`config.mk`:
```
export PLATFORM = sky130hd
export DESIGN_NAME = midi_rx_parser
export DESIGN_NICKNAME = d
export VERILOG_FILES = /design/src/rtl/midi_pkg.sv /design/src/rtl/uart_rx_os.sv /design/src/rtl/midi_rx_parser.sv
export SDC_FILE = /design/constraint.sdc
export NUM_CORES = 1
export LEC_CHECK = 0
export CORE_MARGIN = 2
export CORE_UTILIZATION = 30
export DETAILED_ROUTE_END_ITERATION = 16
export PLACE_DENSITY_LB_ADDON = 0.2
export SLEW_MARGIN = 20
export SYNTH_ARGS = -nofsm -noshare
export SYNTH_HDL_FRONTEND = slang
export SYNTH_SLANG_ARGS = --single-unit
```
`constraint.sdc`:
```
create_clock -name CLK -period 3.3 [get_ports CLK]
set_input_delay 0.99 -clock CLK [delete_from_list [all_inputs] [get_ports CLK]]
set_output_delay 0.99 -clock CLK [all_outputs]
set_load 0.05 [all_outputs]
```
`src/rtl/midi_pkg.sv`:
```
// Shared MIDI constants: status ranges, message-length lookup, receiver and parser state encodings.
package midi_pkg;

  localparam logic [2:0] U_IDLE  = 3'd0;
  localparam logic [2:0] U_START = 3'd1;
  localparam logic [2:0] U_DATA  = 3'd2;
  localparam logic [2:0] U_STOP  = 3'd3;
  localparam logic [2:0] U_WAIT  = 3'd4;

  localparam logic [1:0] P_IDLE  = 2'd0;
  localparam logic [1:0] P_DATA  = 2'd1;
  localparam logic [1:0] P_SYSEX = 2'd2;

  localparam logic [7:0] SYS_MIN  = 8'hF0;
  localparam logic [7:0] ST_SYSEX = 8'hF0;
  localparam logic [7:0] RT_MIN   = 8'hF8;

  // Total message length including the status byte; 0 means the status carries no message.
  function automatic logic [1:0] msg_len(input logic [7:0] st);
    logic [1:0] len;
    len = 2'd0;
    if (st < SYS_MIN) begin
      len = (st[7:4] == 4'hC || st[7:4] == 4'hD) ? 2'd2 : 2'd3;
    end else begin
      case (st)
        8'hF1, 8'hF3: len = 2'd2;
        8'hF2:        len = 2'd3;
        8'hF6:        len = 2'd1;
        default:      len = 2'd0;
      endcase
    end
    return len;
  endfunction

  function automatic logic is_rt(input logic [7:0] b);
    return b >= RT_MIN;
  endfunction

  function automatic logic is_chan(input logic [7:0] b);
    return b[7] && (b[7:4] != 4'hF);
  endfunction

endpackage

```
`src/rtl/uart_rx_os.sv`:
```
// Oversampling 8N1 receiver: synchroniser, free-running baud tick, byte FSM.
// byte_vld/frame_err are combinational strobes on the stop-bit sample tick; no backpressure.
module uart_rx_os
  import midi_pkg::*;
#(
  parameter int CLK_HZ      = 50000000,
  parameter int BAUD        = 31250,
  parameter int OVS         = 16,
  parameter int SYNC_STAGES = 2
) (
  input  logic       clk,
  input  logic       rst,
  input  logic       rx_in,
  output logic [7:0] rx_byte,
  output logic       byte_vld,
  output logic       frame_err
);

  localparam int DIV   = (CLK_HZ + (BAUD * OVS) / 2) / (BAUD * OVS);
  localparam int DIV_W = (DIV > 1) ? $clog2(DIV) : 1;
  localparam int OVS_W = $clog2(OVS);
  localparam logic [DIV_W-1:0] DIV_LAST = DIV_W'(DIV - 1);
  localparam logic [OVS_W-1:0] OVS_LAST = OVS_W'(OVS - 1);
  localparam logic [OVS_W-1:0] OVS_MID  = OVS_W'(OVS / 2 - 1);

  logic [SYNC_STAGES-1:0] sync_q, sync_d;
  logic [DIV_W-1:0]       div_cnt_q, div_cnt_d;
  logic [2:0]             state_q, state_d;
  logic [OVS_W-1:0]       ovs_cnt_q, ovs_cnt_d;
  logic [2:0]             bit_cnt_q, bit_cnt_d;
  logic [7:0]             shift_q, shift_d;
  logic                   tick;
  logic                   rx;

  assign rx      = sync_q[SYNC_STAGES-1];
  assign tick    = (div_cnt_q == DIV_LAST);
  assign rx_byte = shift_q;

  always_comb begin
    sync_d    = {sync_q[SYNC_STAGES-2:0], rx_in};
    div_cnt_d = tick ? '0 : div_cnt_q + 1'b1;
    state_d   = state_q;
    ovs_cnt_d = ovs_cnt_q;
    bit_cnt_d = bit_cnt_q;
    shift_d   = shift_q;
    byte_vld  = 1'b0;
    frame_err = 1'b0;
    if (tick) begin
      case (state_q)
        U_IDLE: begin
          if (!rx) begin
            state_d   = U_START;
            ovs_cnt_d = '0;
          end
        end
        U_START: begin
          // Half a bit after the edge: a still-low line is a real start bit.
          if (ovs_cnt_q == OVS_MID) begin
            ovs_cnt_d = '0;
            bit_cnt_d = '0;
            state_d   = rx ? U_IDLE : U_DATA;
          end else begin
            ovs_cnt_d = ovs_cnt_q + 1'b1;
          end
        end
        U_DATA: begin
          if (ovs_cnt_q == OVS_LAST) begin
            ovs_cnt_d = '0;
            shift_d   = {rx, shift_q[7:1]};
            bit_cnt_d = bit_cnt_q + 3'd1;
            if (bit_cnt_q == 3'd7) state_d = U_STOP;
          end else begin
            ovs_cnt_d = ovs_cnt_q + 1'b1;
          end
        end
        U_STOP: begin
          if (ovs_cnt_q == OVS_LAST) begin
            ovs_cnt_d = '0;
            byte_vld  = rx;
            frame_err = !rx;
            state_d   = rx ? U_IDLE : U_WAIT;
          end else begin
            ovs_cnt_d = ovs_cnt_q + 1'b1;
          end
        end
        U_WAIT: begin
          if (rx) state_d = U_IDLE;
        end
        default: state_d = U_IDLE;
      endcase
    end
  end

  always_ff @(posedge clk) begin
    if (rst) begin
      sync_q    <= '1;
      div_cnt_q <= '0;
      state_q   <= U_IDLE;
      ovs_cnt_q <= '0;
      bit_cnt_q <= '0;
      shift_q   <= '0;
    end else begin
      sync_q    <= sync_d;
      div_cnt_q <= div_cnt_d;
      state_q   <= state_d;
      ovs_cnt_q <= ovs_cnt_d;
      bit_cnt_q <= bit_cnt_d;
      shift_q   <= shift_d;
    end
  end

endmodule

```
`src/rtl/midi_rx_parser.sv`:
```
// MIDI input: oversampling receiver plus running-status message parser with a separate real-time path.
// Pulses land one cycle after the stop-bit sample tick; no backpressure, each pulse must be taken.
module midi_rx_parser
  import midi_pkg::*;
#(
  parameter int CLK_HZ      = 50000000,
  parameter int BAUD        = 31250,
  parameter int OVS         = 16,
  parameter int SYNC_STAGES = 2
) (
  input  logic        CLK,
  input  logic        RST,
  input  logic        MIDI_IN,
  output logic [23:0] MIDI_MSG,
  output logic [1:0]  MIDI_LEN,
  output logic        MIDI_MSG_RDY,
  output logic [7:0]  RT_BYTE,
  output logic        RT_RDY,
  output logic        FRAME_ERR
);

  logic [7:0] rx_byte;
  logic       rx_vld;
  logic       rx_ferr;

  uart_rx_os #(
    .CLK_HZ     (CLK_HZ),
    .BAUD       (BAUD),
    .OVS        (OVS),
    .SYNC_STAGES(SYNC_STAGES)
  ) u_uart (
    .clk      (CLK),
    .rst      (RST),
    .rx_in    (MIDI_IN),
    .rx_byte  (rx_byte),
    .byte_vld (rx_vld),
    .frame_err(rx_ferr)
  );

  logic [1:0]  pst_q, pst_d;
  logic [7:0]  status_q, status_d;
  logic [1:0]  need_q, need_d;
  logic [1:0]  have_q, have_d;
  logic [7:0]  d1_q, d1_d;
  logic [23:0] msg_q, msg_d;
  logic [1:0]  len_q, len_d;
  logic        msg_rdy_q, msg_rdy_d;
  logic [7:0]  rt_byte_q, rt_byte_d;
  logic        rt_rdy_q, rt_rdy_d;
  logic        ferr_q, ferr_d;

  always_comb begin
    pst_d     = pst_q;
    status_d  = status_q;
    need_d    = need_q;
    have_d    = have_q;
    d1_d      = d1_q;
    msg_d     = msg_q;
    len_d     = len_q;
    msg_rdy_d = 1'b0;
    rt_byte_d = rt_byte_q;
    rt_rdy_d  = 1'b0;
    ferr_d    = rx_ferr;
    if (rx_ferr) begin
      // Drop the partial message; a channel status survives as running status.
      if (pst_q == P_DATA) begin
        have_d = 2'd1;
        if (!is_chan(status_q)) pst_d = P_IDLE;
      end
    end else if (rx_vld) begin
      if (is_rt(rx_byte)) begin
        rt_byte_d = rx_byte;
        rt_rdy_d  = 1'b1;
      end else if (rx_byte[7]) begin
        status_d = rx_byte;
        need_d   = msg_len(rx_byte);
        have_d   = 2'd1;
        if (rx_byte == ST_SYSEX) begin
          pst_d = P_SYSEX;
        end else if (msg_len(rx_byte) == 2'd1) begin
          msg_d     = {rx_byte, 16'h0000};
          len_d     = 2'd1;
          msg_rdy_d = 1'b1;
          pst_d     = P_IDLE;
        end else if (msg_len(rx_byte) == 2'd0) begin
          pst_d = P_IDLE;
        end else begin
          pst_d = P_DATA;
        end
      end else if (pst_q == P_DATA) begin
        if (have_q == 2'd1 && need_q == 2'd3) begin
          d1_d   = rx_byte;
          have_d = 2'd2;
        end else begin
          msg_d     = (have_q == 2'd1) ? {status_q, rx_byte, 8'h00} : {status_q, d1_q, rx_byte};
          len_d     = need_q;
          msg_rdy_d = 1'b1;
          have_d    = 2'd1;
          if (!is_chan(status_q)) pst_d = P_IDLE;
        end
      end
    end
  end

  always_ff @(posedge CLK) begin
    if (RST) begin
      pst_q     <= P_IDLE;
      status_q  <= '0;
      need_q    <= '0;
      have_q    <= '0;
      d1_q      <= '0;
      msg_q     <= '0;
      len_q     <= '0;
      msg_rdy_q <= 1'b0;
      rt_byte_q <= '0;
      rt_rdy_q  <= 1'b0;
      ferr_q    <= 1'b0;
    end else begin
      pst_q     <= pst_d;
      status_q  <= status_d;
      need_q    <= need_d;
      have_q    <= have_d;
      d1_q      <= d1_d;
      msg_q     <= msg_d;
      len_q     <= len_d;
      msg_rdy_q <= msg_rdy_d;
      rt_byte_q <= rt_byte_d;
      rt_rdy_q  <= rt_rdy_d;
      ferr_q    <= ferr_d;
    end
  end

  assign MIDI_MSG     = msg_q;
  assign MIDI_LEN     = len_q;
  assign MIDI_MSG_RDY = msg_rdy_q;
  assign RT_BYTE      = rt_byte_q;
  assign RT_RDY       = rt_rdy_q;
  assign FRAME_ERR    = ferr_q;

endmodule

```
* Word-level counts from Yosys, hierarchy flattened
Cells that the tools add are included. W data, S select, Z words.
Operators by class: $add $sub $neg 3, magnitude comparators 2, equal/unequal tests 32, mux-type cells 71, bitwise gates (word level) 4, reduce and logical (&&, ||, !) cells 25
Operators by type and width (number):
- $mux W24 | 5
- $mux W2 | 34
- $eq A8 B8 Y1 const B | 5
- $mux W3 | 9
- $mux W1 | 15
- $mux W15 | 1
- $pmux W3 S5 | 1
- $ne A2 B1 Y1 const B | 7
- $reduce_and A7 Y1 | 2
- $eq A4 B4 Y1 const B | 3
- $mux W4 | 3
- $pmux W4 S3 | 1
- $reduce_and A4 Y1 | 3
- $reduce_and A3 Y1 | 3
- $ge A8 B8 Y1 const B | 1
- $lt A8 B8 Y1 const B | 1
- $ne A2 B2 Y1 const B | 4
- $add A7 B1 Y7 const B | 1
- $eq A7 B7 Y1 const B | 1
- $eq A2 B1 Y1 const B | 3
- $eq A3 B2 Y1 const B | 2
- $eq A3 B3 Y1 const B | 2
- $pmux W2 S3 | 1
- $pmux W3 S2 | 1
- other kinds (20) | 28
Storage, ports and cells: bits in registers 85, input port bits 3, output and inout port bits 37, word-level logic and storage cells 154

* Longest topological paths before layout
Gate-level depths: netlist of the first run.
depth in word-level cells 24, gate-level depth with buffers 8, depth with buffers taken out 5

* Cells and area by module
A second synthesis of the first run with hierarchy kept.
Unflattened totals: cells, all modules 379, area total of the unflattened synthesis 3652.3 um^2
Modules (own cells, without submodules):
- midi_rx_parser | times used 1, cells each 240, area an instance 2373.5 um^2, sequential area each 1121.1 um^2
- uart_rx_os | times used 1, cells each 139, area an instance 1278.7 um^2, sequential area each 540.5 um^2

* Worst setup path before layout of the first run
No wires, ideal clock.
path kind input to register, from input RST, to register msg_q[3], in the netlist MIDI_MSG[3], library setup time 0.074 ns, arrival 1.945 ns, required time 3.226 ns, slack 1.281 ns, cell stages on the path 6, buffers on the path 2, cell sequence clkbuf_1 > nor2_1 > and2_1 > clkbuf_1 > nand2_1 > mux2i_1
RTL lines:
- start, declared | line midi_rx_parser.sv:12 | input logic RST,
- end signal, assigned | line midi_rx_parser.sv:124 | msg_q <= msg_d;
- end, declared | line midi_rx_parser.sv:45 | logic [23:0] msg_q, msg_d;

* Final worst setup path of the first run
from register rt_byte_q[0], in the netlist RT_BYTE[0], to output RT_BYTE[0]
RTL lines:
- start, declared | line midi_rx_parser.sv:48 | logic [7:0] rt_byte_q, rt_byte_d;
- start signal, assigned | line midi_rx_parser.sv:127 | rt_byte_q <= rt_byte_d;
- end, declared | line midi_rx_parser.sv:17 | output logic [7:0] RT_BYTE,
No word-level cell between the ends.

==> flow_summary.ini, run 1 <==
[layout]
layout_common_cells = dfxtp_1 (83), nand2_1 (61), clkdlybuf4s50_1 (36)
diodes = 0
syn_to_final_growth_pct = 20.7
fillCellCount = 1235
layout-drive-gt1-share_pct = 9.96
final_common_cell = dfxtp_1
nets = 464

[route]
drt-total-wl_mm = 8.91
antenna_left = 0
first_pass_iters = 5
via_per_inst = 4.90
wire_per_inst_um = 14.1
drcViolationCount = 0
drt_iter0_drc = 202
routed-via-count = 3086

[floorplanning]
initial_core_util_pct = 31.0
pin_count = 40
fp.dieW_um = 116
row_count = 40
die_h_um = 116
coreArea_sq_mm = 0.0122
die-area_sq_mm = 0.0135

[cts]
h-tree-depth = 3
cts.sinks = 83
cts_tree = built
numCtsBuffers = 9
postCtsSetupBuffers = 0
cts.path.max_buffers = 2
cts_resized = 0
clk_pin_slew_ns = 0.07
ctsHoldBuffers = 0
insertion_delay_ns = 0.35
root_buffer = clkbuf_16

[critical_path]
max_stage_delay_ns = 0.82
rrSetupSlack_ns = 0.85
crit_required_ns = 2.31
arrival_ns = 1.52
path_cells = clkdlybuf4s50_1
cp-start-kind = flip-flop
cp_slowest_cell = clkdlybuf4s50_1
crit_family = buffers and inverters
crit_type = reg2out
critical_path_buf_inv_count = 1
endpoint_kind = output port
crit_path_max_fanout = 2

[job]
drv_cap = 0

[sta]
fin_setup_tns_ns = 0
setup_viol = 0
finalHoldViolations = 0
finalCriticalPeriod_ns = 2.51
rsz0062_at_grt = no
fin_skew_ns = 0.0126
tightest_slew_ns = 0.813
clock.fmax_mhz = 398
period_share_pct = 76.1
max_slew_margin_pct = 45.8
slew_viol_final = 0

[power_and_ir_drop]
total_power_w = 0.00207
comb_power_share_pct = 1.9
power_density_mw_per_mm2 = 454
p_leak_nw = 1.63
p_sw_w = 0.000461
sequentialPowerShare_pct = 49.0
pwr-share-clk_pct = 49.1
swShare_pct = 22.3
vdd_drop_max_mv = 0.195
p_int_w = 0.00160

[placement]
portBuffers = 37
gp_congestion = 0.773
dpl.hpwl_mm = 6.00

[global_routing]
grt_max_degree = 38
grt_first_pass_wirelength_mm = 15.6
antenna_found_initial = 0
grt_overflow_total = 0
grtUsageTotal_pct = 14.7
grt_pass1_vias = 3186

[yosys]
syn_inst = 438
synthArstFlopShare_pct = 0
seq_area_frac_synth_pct = 44.0
syn_area_sq_mm = 0.00377
synth_warnings = 0
synth_cell_type_count = 56
synth-main-ff-cell = dfxtp_1
syn_area_per_cell_sq_um = 8.62
synth_edf_count = 0
synth_seq_cells = 83

[hold_path]
hp-class = reg2reg

[outcome]
status = complete, no violations
[path summary, 6_finish.rpt]
kind	start	endpoint	cells after the start
min reg2reg	u_uart.sync_q[0]	u_uart.sync_q[1]	1
max	RT_BYTE[0]	RT_BYTE[0]	1
max reg2reg	u_uart.ovs_cnt_q[0]	MIDI_LEN[0]	6
min	u_uart.sync_q[0]	u_uart.sync_q[1]	1
[registers in the layout, summed over array words and instances, names as in the netlist, 3 cells and up]
register          flops
MIDI_MSG             22
RT_BYTE               8
status_q              8
u_uart.rx_byte        8
d1_q                  7
u_uart.div_cnt_q      7
u_uart.ovs_cnt_q      4
u_uart.bit_cnt_q      3
u_uart.state_q        3
[per-stage QoR]
step           util (%)  cell area, sq um  cells  hold WS (ns)  setup slack [ns]
2_1_floorplan         -              3780    439         0.389              1.28
3_3_place_gp       35.0              4250    614         0.393             0.859
3_5_place_dp       35.0              4250    614         0.396             0.850
4_1_cts            37.4              4550    630         0.411             0.765
5_1_grt            37.4              4550    630         0.425             0.630
6_report           37.4              4550    630         0.408             0.790
[per-layer routing]
layer	vias to the layer above	wire length [um]	global-route usage (%)	part of all wire, %
li1	1572	-	-	-
met1	1447	4310	18.9	48
met2	55	4060	23.7	46
met3	12	354	2.70	4.0
met4	0	189	7.78	2.1
met5	-	0	0	0
[area by class of cell]
| cell class | count | area [sq um] | area share, % |
|---|---|---|---|
| clock buffers | 9 | 225 | 4.95 |
| well taps | 168 | 210 | 4.62 |
| clock inverters | 7 | 75.1 | 1.65 |
| multi-input cells | 311 | 1930 | 42.4 |
| flip-flops and latches | 83 | 1660 | 36.5 |
| inverters | 7 | 26.3 | 0.577 |
| repair buffers | 45 | 425 | 9.34 |
[kinds of logic after synthesis]
logic type	count (synthesis)	share of synthesized area, %
AND/OR/NAND/NOR	173	23.2
flip-flops	83	44.0
AO/OA/AOI/OAI	81	12.6
multiplexers	46	12.6
buffers and inverters	45	4.91
XOR/XNOR	5	1.16
adder cells (fa/ha/maj)	4	1.33
other	1	0.0994
[power by group through the flow]
stage / registers [W] / logic (W) / clock network (W)
6_report: 0.00101 / 0.0000397 / 0.00101
5_1_grt: 0.00101 / 0.0000446 / 0.00108
4_1_cts: 0.00101 / 0.0000400 / 0.00104
3_5_place_dp: 0.00103 / 0.0000401 / 0
3_3_place_gp: 0.00103 / 0.0000399 / 0
2_1_floorplan: 0.00103 / 0.0000331 / 0
[synth_stat cells, types with 2 or more instances]
library cell | instances | area share [%]
nor3_1 | 5 | 0.66
nor4b_2 | 2 | 0.80
xnor2_1 | 3 | 0.70
o21ai_0 | 15 | 2.0
o31ai_1 | 5 | 0.99
mux2i_1 | 33 | 8.8
clkbuf_1 | 28 | 2.8
and2_1 | 4 | 0.66
dfxtp_1 | 83 | 44
nand2_1 | 61 | 6.1
a211oi_1 | 2 | 0.40
mux2_2 | 13 | 3.9
nand2b_1 | 3 | 0.50
buf_4 | 2 | 0.40
nor2b_1 | 3 | 0.50
nand4b_1 | 2 | 0.46
or4_1 | 5 | 0.99
nor2_1 | 34 | 3.4
buf_2 | 7 | 0.93
and4_1 | 3 | 0.70
a22oi_1 | 2 | 0.40
nand3b_1 | 2 | 0.40
o211ai_1 | 3 | 0.60
nand4_1 | 4 | 0.66
o21ai_1 | 8 | 1.1
xor2_1 | 2 | 0.46
ha_1 | 4 | 1.3
a211o_1 | 2 | 0.46
nand3_1 | 29 | 3.8
inv_1 | 6 | 0.60
or2_2 | 2 | 0.33
nor3b_1 | 3 | 0.60
a21oi_1 | 34 | 4.5
and3b_1 | 2 | 0.46
Note: power is estimated with default switching activity, not from simulation.
==> inputs of run 2 (changes only) <==
==> constraint.sdc (replaced) <==
create_clock -name CLK -period 2.3 [get_ports CLK]
set_input_delay 0.69 -clock CLK [delete_from_list [all_inputs] [get_ports CLK]]
set_output_delay 0.69 -clock CLK [all_outputs]
set_load 0.05 [all_outputs]
==> flow_summary.ini, run 2 (same netlist as run 1, synthesis figures left out) <==
[sta]
rsz0062_at_grt = no
finalHoldViolations = 0
period_share_pct = 95.2
tightest_slew_ns = 0.506
fin_setup_tns_ns = 0
max_slew_margin_pct = 65.4
setup_viol = 0
finalCriticalPeriod_ns = 2.19
fin_skew_ns = 0.00673
slew_viol_final = 0
clock.fmax_mhz = 457

[cts]
cts.sinks = 83
cts_resized = 0
ctsHoldBuffers = 0
cts.path.max_buffers = 2
cts_tree = built
postCtsSetupBuffers = 0
h-tree-depth = 3
numCtsBuffers = 9
root_buffer = clkbuf_16
insertion_delay_ns = 0.33
clk_pin_slew_ns = 0.06

[layout]
final_common_cell = dfxtp_1
layout_common_cells = dfxtp_1 (83), nand2_1 (61), clkdlybuf4s50_1 (36)
syn_to_final_growth_pct = 23.1
diodes = 0
design_area_sq_mm = 0.00465
finish.utilization_pct = 38.2
largest_reg_flops = 22
nets = 477
finalNonFillerCells = 641
layout-drive-gt1-share_pct = 12.1

[floorplanning]
initial_core_util_pct = 31.0
die-area_sq_mm = 0.0135
row_count = 40
die_h_um = 116
fp.dieW_um = 116
coreArea_sq_mm = 0.0122
pin_count = 40

[critical_path]
crit_type = reg2out
r2r_start = u_uart.ovs_cnt_q[0]
critical_path_buf_inv_count = 1
endpoint_kind = output port
reg2regPathDepth = 6
cp_slowest_cell = clkdlybuf4s50_1
max_stage_delay_ns = 0.83
critPathCapture = RT_BYTE[0]
crit_path_max_fanout = 2
cp-start-kind = flip-flop
crit_required_ns = 1.61
path_cells = clkdlybuf4s50_1
arrival_ns = 1.50
cp_num_cells = 1
startpoint = RT_BYTE[0]
worstReg2RegEnd = MIDI_MSG[22]
crit_family = buffers and inverters
rrSetupSlack_ns = 0.24

[global_routing]
grt_use_met3_pct = 3.32
gr-usage-met1_pct = 20.2
grt_pass1_vias = 3078
grtUsageTotal_pct = 14.5
antenna_found_initial = 0
met2_usage_pct = 22.1
grt_first_pass_wirelength_mm = 15.4
top_usage_layer = met2
grt_max_degree = 29
grt_overflow_total = 0

[route]
wire_per_inst_um = 14.1
via_per_inst = 4.86
first_pass_iters = 4
drt-total-wl_mm = 9.02
antenna_left = 0
routed-via-count = 3115
drt_iter0_drc = 220
drcViolationCount = 0

[power_and_ir_drop]
vdd_drop_max_mv = 0.265
total_power_w = 0.00290
p_leak_nw = 1.69
power_density_mw_per_mm2 = 623

[placement]
placed_area_sq_mm = 0.00436
gp_congestion = 0.802
portBuffers = 37
dpl.hpwl_mm = 6.27
dp.cells = 627

[outcome]
status = complete, no violations

[hold_path]
hp-class = reg2reg

[job]
drv_cap = 0
==> run 2: cell count changes in the layout (fill, tap and decap cells not counted), sizes merged <==
cell      previous run  this run
buf                  9        22
clkinv               2         4
clkinvlp             3         1
inv                  8         6
==> run 2: metrics by stage <==
stage,setup WS (ns),hold slack [ns]
after floorplan,0.319,0.389
after CTS,0.0856,0.425
after global placement,0.260,0.395
final,0.110,0.419
after global routing,0.0468,0.447
after detailed placement,0.221,0.411
==> run 2: report_power, final <==
| group | internal (W) | switching, W | total (W) |
|---|---|---|---|
| Clock | 0.000826 | 0.000556 | 0.00138 |
| Combinational | 0.0000167 | 0.0000465 | 0.0000632 |
| Sequential | 0.00144 | 0.00000578 | 0.00145 |
| Total | 0.00229 | 0.000609 | 0.00290 |
==> run 2: final cells by class <==
cell class              instances  area [sq um]
fillers                      1243          7520
multi-input cells             311          1930
flip-flops and latches         83          1660
repair buffers                 58           536
clock buffers                   9           225
well taps                     168           210
clock inverters                 5          56.3
inverters                       7          26.3
==> run 2: worst min path at each step <==
stage          slack, ns             start               end  depth (start not counted)
2_1_floorplan       0.39  u_uart.sync_q[0]  u_uart.sync_q[1]                          1
3_3_place_gp        0.39  u_uart.sync_q[0]  u_uart.sync_q[1]                          1
3_5_place_dp        0.41  u_uart.sync_q[0]  u_uart.sync_q[1]                          1
4_1_cts             0.43  u_uart.sync_q[0]  u_uart.sync_q[1]                          1
5_1_grt             0.45  u_uart.sync_q[0]  u_uart.sync_q[1]                          1
6_report            0.42  u_uart.sync_q[0]  u_uart.sync_q[1]                          1
==> run 2: layer usage <==
| layer | vias up | part of all wire [%] |
|---|---|---|
| li1 | 1593 | - |
| met1 | 1458 | 51 |
| met2 | 59 | 45 |
| met3 | 5 | 3.5 |
| met4 | 0 | 1.2 |
| met5 | - | 0 |
==> run 2: worst reg2reg max path, stage by stage (launching register included) <==
cell and delay, ns:
dfxtp_1 0.37, ha_1 0.25, and4_1 0.46, and4_1 0.33, nand3_1 0.18, buf_4 0.24
mux2i_1 0.13
==> inputs of run 3 (changes only) <==
--- a/config.mk
+++ b/config.mk
@@ -5,11 +5,10 @@
 export SDC_FILE = /design/constraint.sdc
 export NUM_CORES = 1
 export LEC_CHECK = 0
-export CORE_MARGIN = 2
+export CORE_MARGIN = 3
 export CORE_UTILIZATION = 30
 export DETAILED_ROUTE_END_ITERATION = 16
 export PLACE_DENSITY_LB_ADDON = 0.2
-export SLEW_MARGIN = 20
 export SYNTH_ARGS = -nofsm -noshare
 export SYNTH_HDL_FRONTEND = slang
 export SYNTH_SLANG_ARGS = --single-unit
==> flow_summary.ini, run 3 (same netlist as run 1, synthesis figures left out) <==
[outcome]
status = complete, no violations

[hold_path]
whs_endpoint = u_uart.sync_q[1]
whs_path_depth = 1
hp-start = u_uart.sync_q[0]
hp-class = reg2reg

[cts]
ctsHoldBuffers = 0
numCtsBuffers = 9
insertion_delay_ns = 0.34
h-tree-depth = 3
clk_pin_slew_ns = 0.06
postCtsSetupBuffers = 0
cts_resized = 0
cts.sinks = 83
cts.path.max_buffers = 2
root_buffer = clkbuf_16
cts_tree = built

[power_and_ir_drop]
power_density_mw_per_mm2 = 620
p_leak_nw = 1.69
vdd_drop_max_mv = 0.336

[layout]
largest_reg_flops = 22
fillCellCount = 1254
design_area_sq_mm = 0.00465
layout_common_cells = dfxtp_1 (83), nand2_1 (61), clkdlybuf4s50_1 (36)
nets = 477
diodes = 0
final_common_cell = dfxtp_1
layout-drive-gt1-share_pct = 12.6
syn_to_final_growth_pct = 23.2

[critical_path]
crit_type = reg2out
path_cells = clkdlybuf4s50_1
crit_required_ns = 1.61
rrSetupSlack_ns = 0.22
crit_family = buffers and inverters
max_stage_delay_ns = 0.81
reg2regPathDepth = 6
endpoint_kind = output port
crit_path_max_fanout = 2
r2r_start = u_uart.ovs_cnt_q[0]
cp_slowest_cell = clkdlybuf4s50_1
arrival_ns = 1.49
worstReg2RegEnd = MIDI_LEN[0]
critical_path_buf_inv_count = 1
cp-start-kind = flip-flop

[route]
drcViolationCount = 0
wl_met3_um = 343
antenna_left = 0
first_pass_iters = 4
drt_iter0_drc = 191
route.met2.wl_mm = 4.08
routed-via-count = 3146
top_layer = met4
wl_met1_mm = 4.65
drt-total-wl_mm = 9.25
via_per_inst = 4.89
wire_per_inst_um = 14.4

[sta]
finalHoldViolations = 0
fin_setup_tns_ns = 0
slew_viol_final = 0
clock.fmax_mhz = 458
setup_viol = 0
fin_skew_ns = 0.0118
tightest_slew_ns = 0.637
period_share_pct = 95.0
finalCriticalPeriod_ns = 2.18
rsz0062_at_grt = no
max_slew_margin_pct = 57.2

[floorplanning]
pin_count = 40
die-area_sq_mm = 0.0140
row_count = 40
fp.dieW_um = 118
coreArea_sq_mm = 0.0122
initial_core_util_pct = 31.0
die_h_um = 118

[placement]
portBuffers = 37
dpl.hpwl_mm = 6.37
placed_area_sq_mm = 0.00436
gp_congestion = 0.824

[global_routing]
antenna_found_initial = 0
grtUsageTotal_pct = 13.7
grt_overflow_total = 0
grt_pass1_vias = 3226
grt_max_degree = 36
grt_first_pass_wirelength_mm = 15.9

[job]
drv_cap = 0
[run 3: through the flow]
stage	hold WS (ns)	total power, W	setup WS, ns	instances	utilization (%)
floorplan	0.389	0.00153	0.319	439	-
CTS	0.423	0.00292	0.0910	643	38.2
global placement	0.400	0.00155	0.211	627	35.9
global route	0.443	0.00299	0.0521	643	38.2
finish	0.417	0.00288	0.116	643	38.2
detailed placement	0.408	0.00155	0.146	627	35.9
[run 3: final cells by class]
cell class,instances,area (sq um),area share (%)
clock buffers,10,239,5.14
well taps,168,210,4.52
flip-flops and latches,83,1660,35.7
inverters,7,26.3,0.565
clock inverters,6,46.3,0.995
multi-input cells,311,1930,41.5
repair buffers,58,536,11.5
[run 3: worst max-delay path by stage]
stage / startpoint / endpoint / cells past startpoint
2_1_floorplan: u_uart.ovs_cnt_q[0] / u_uart.rx_byte[6] / 7
3_3_place_gp: u_uart.ovs_cnt_q[0] / MIDI_MSG[23] / 6
3_5_place_dp: u_uart.ovs_cnt_q[0] / MIDI_LEN[0] / 6
4_1_cts: RT_BYTE[0] / RT_BYTE[0] / 1
5_1_grt: RT_BYTE[5] / RT_BYTE[5] / 1
6_report: RT_BYTE[5] / RT_BYTE[5] / 1
[run 3: metal layers]
layer	vias up	GRT usage, %
li1	1608	-
met2	57	21.3
met4	0	4.91
met1	1469	18.6
met5	-	0
met3	12	3.44
[run 3: report_power, final]
| part | switching [W] | leakage, nW | internal, W |
|---|---|---|---|
| clock | 0.000601 | 0.135 | 0.000768 |
| combinational | 0.0000469 | 0.889 | 0.0000167 |
| sequential | 0.00000572 | 0.669 | 0.00144 |
| total | 0.000654 | 1.69 | 0.00223 |
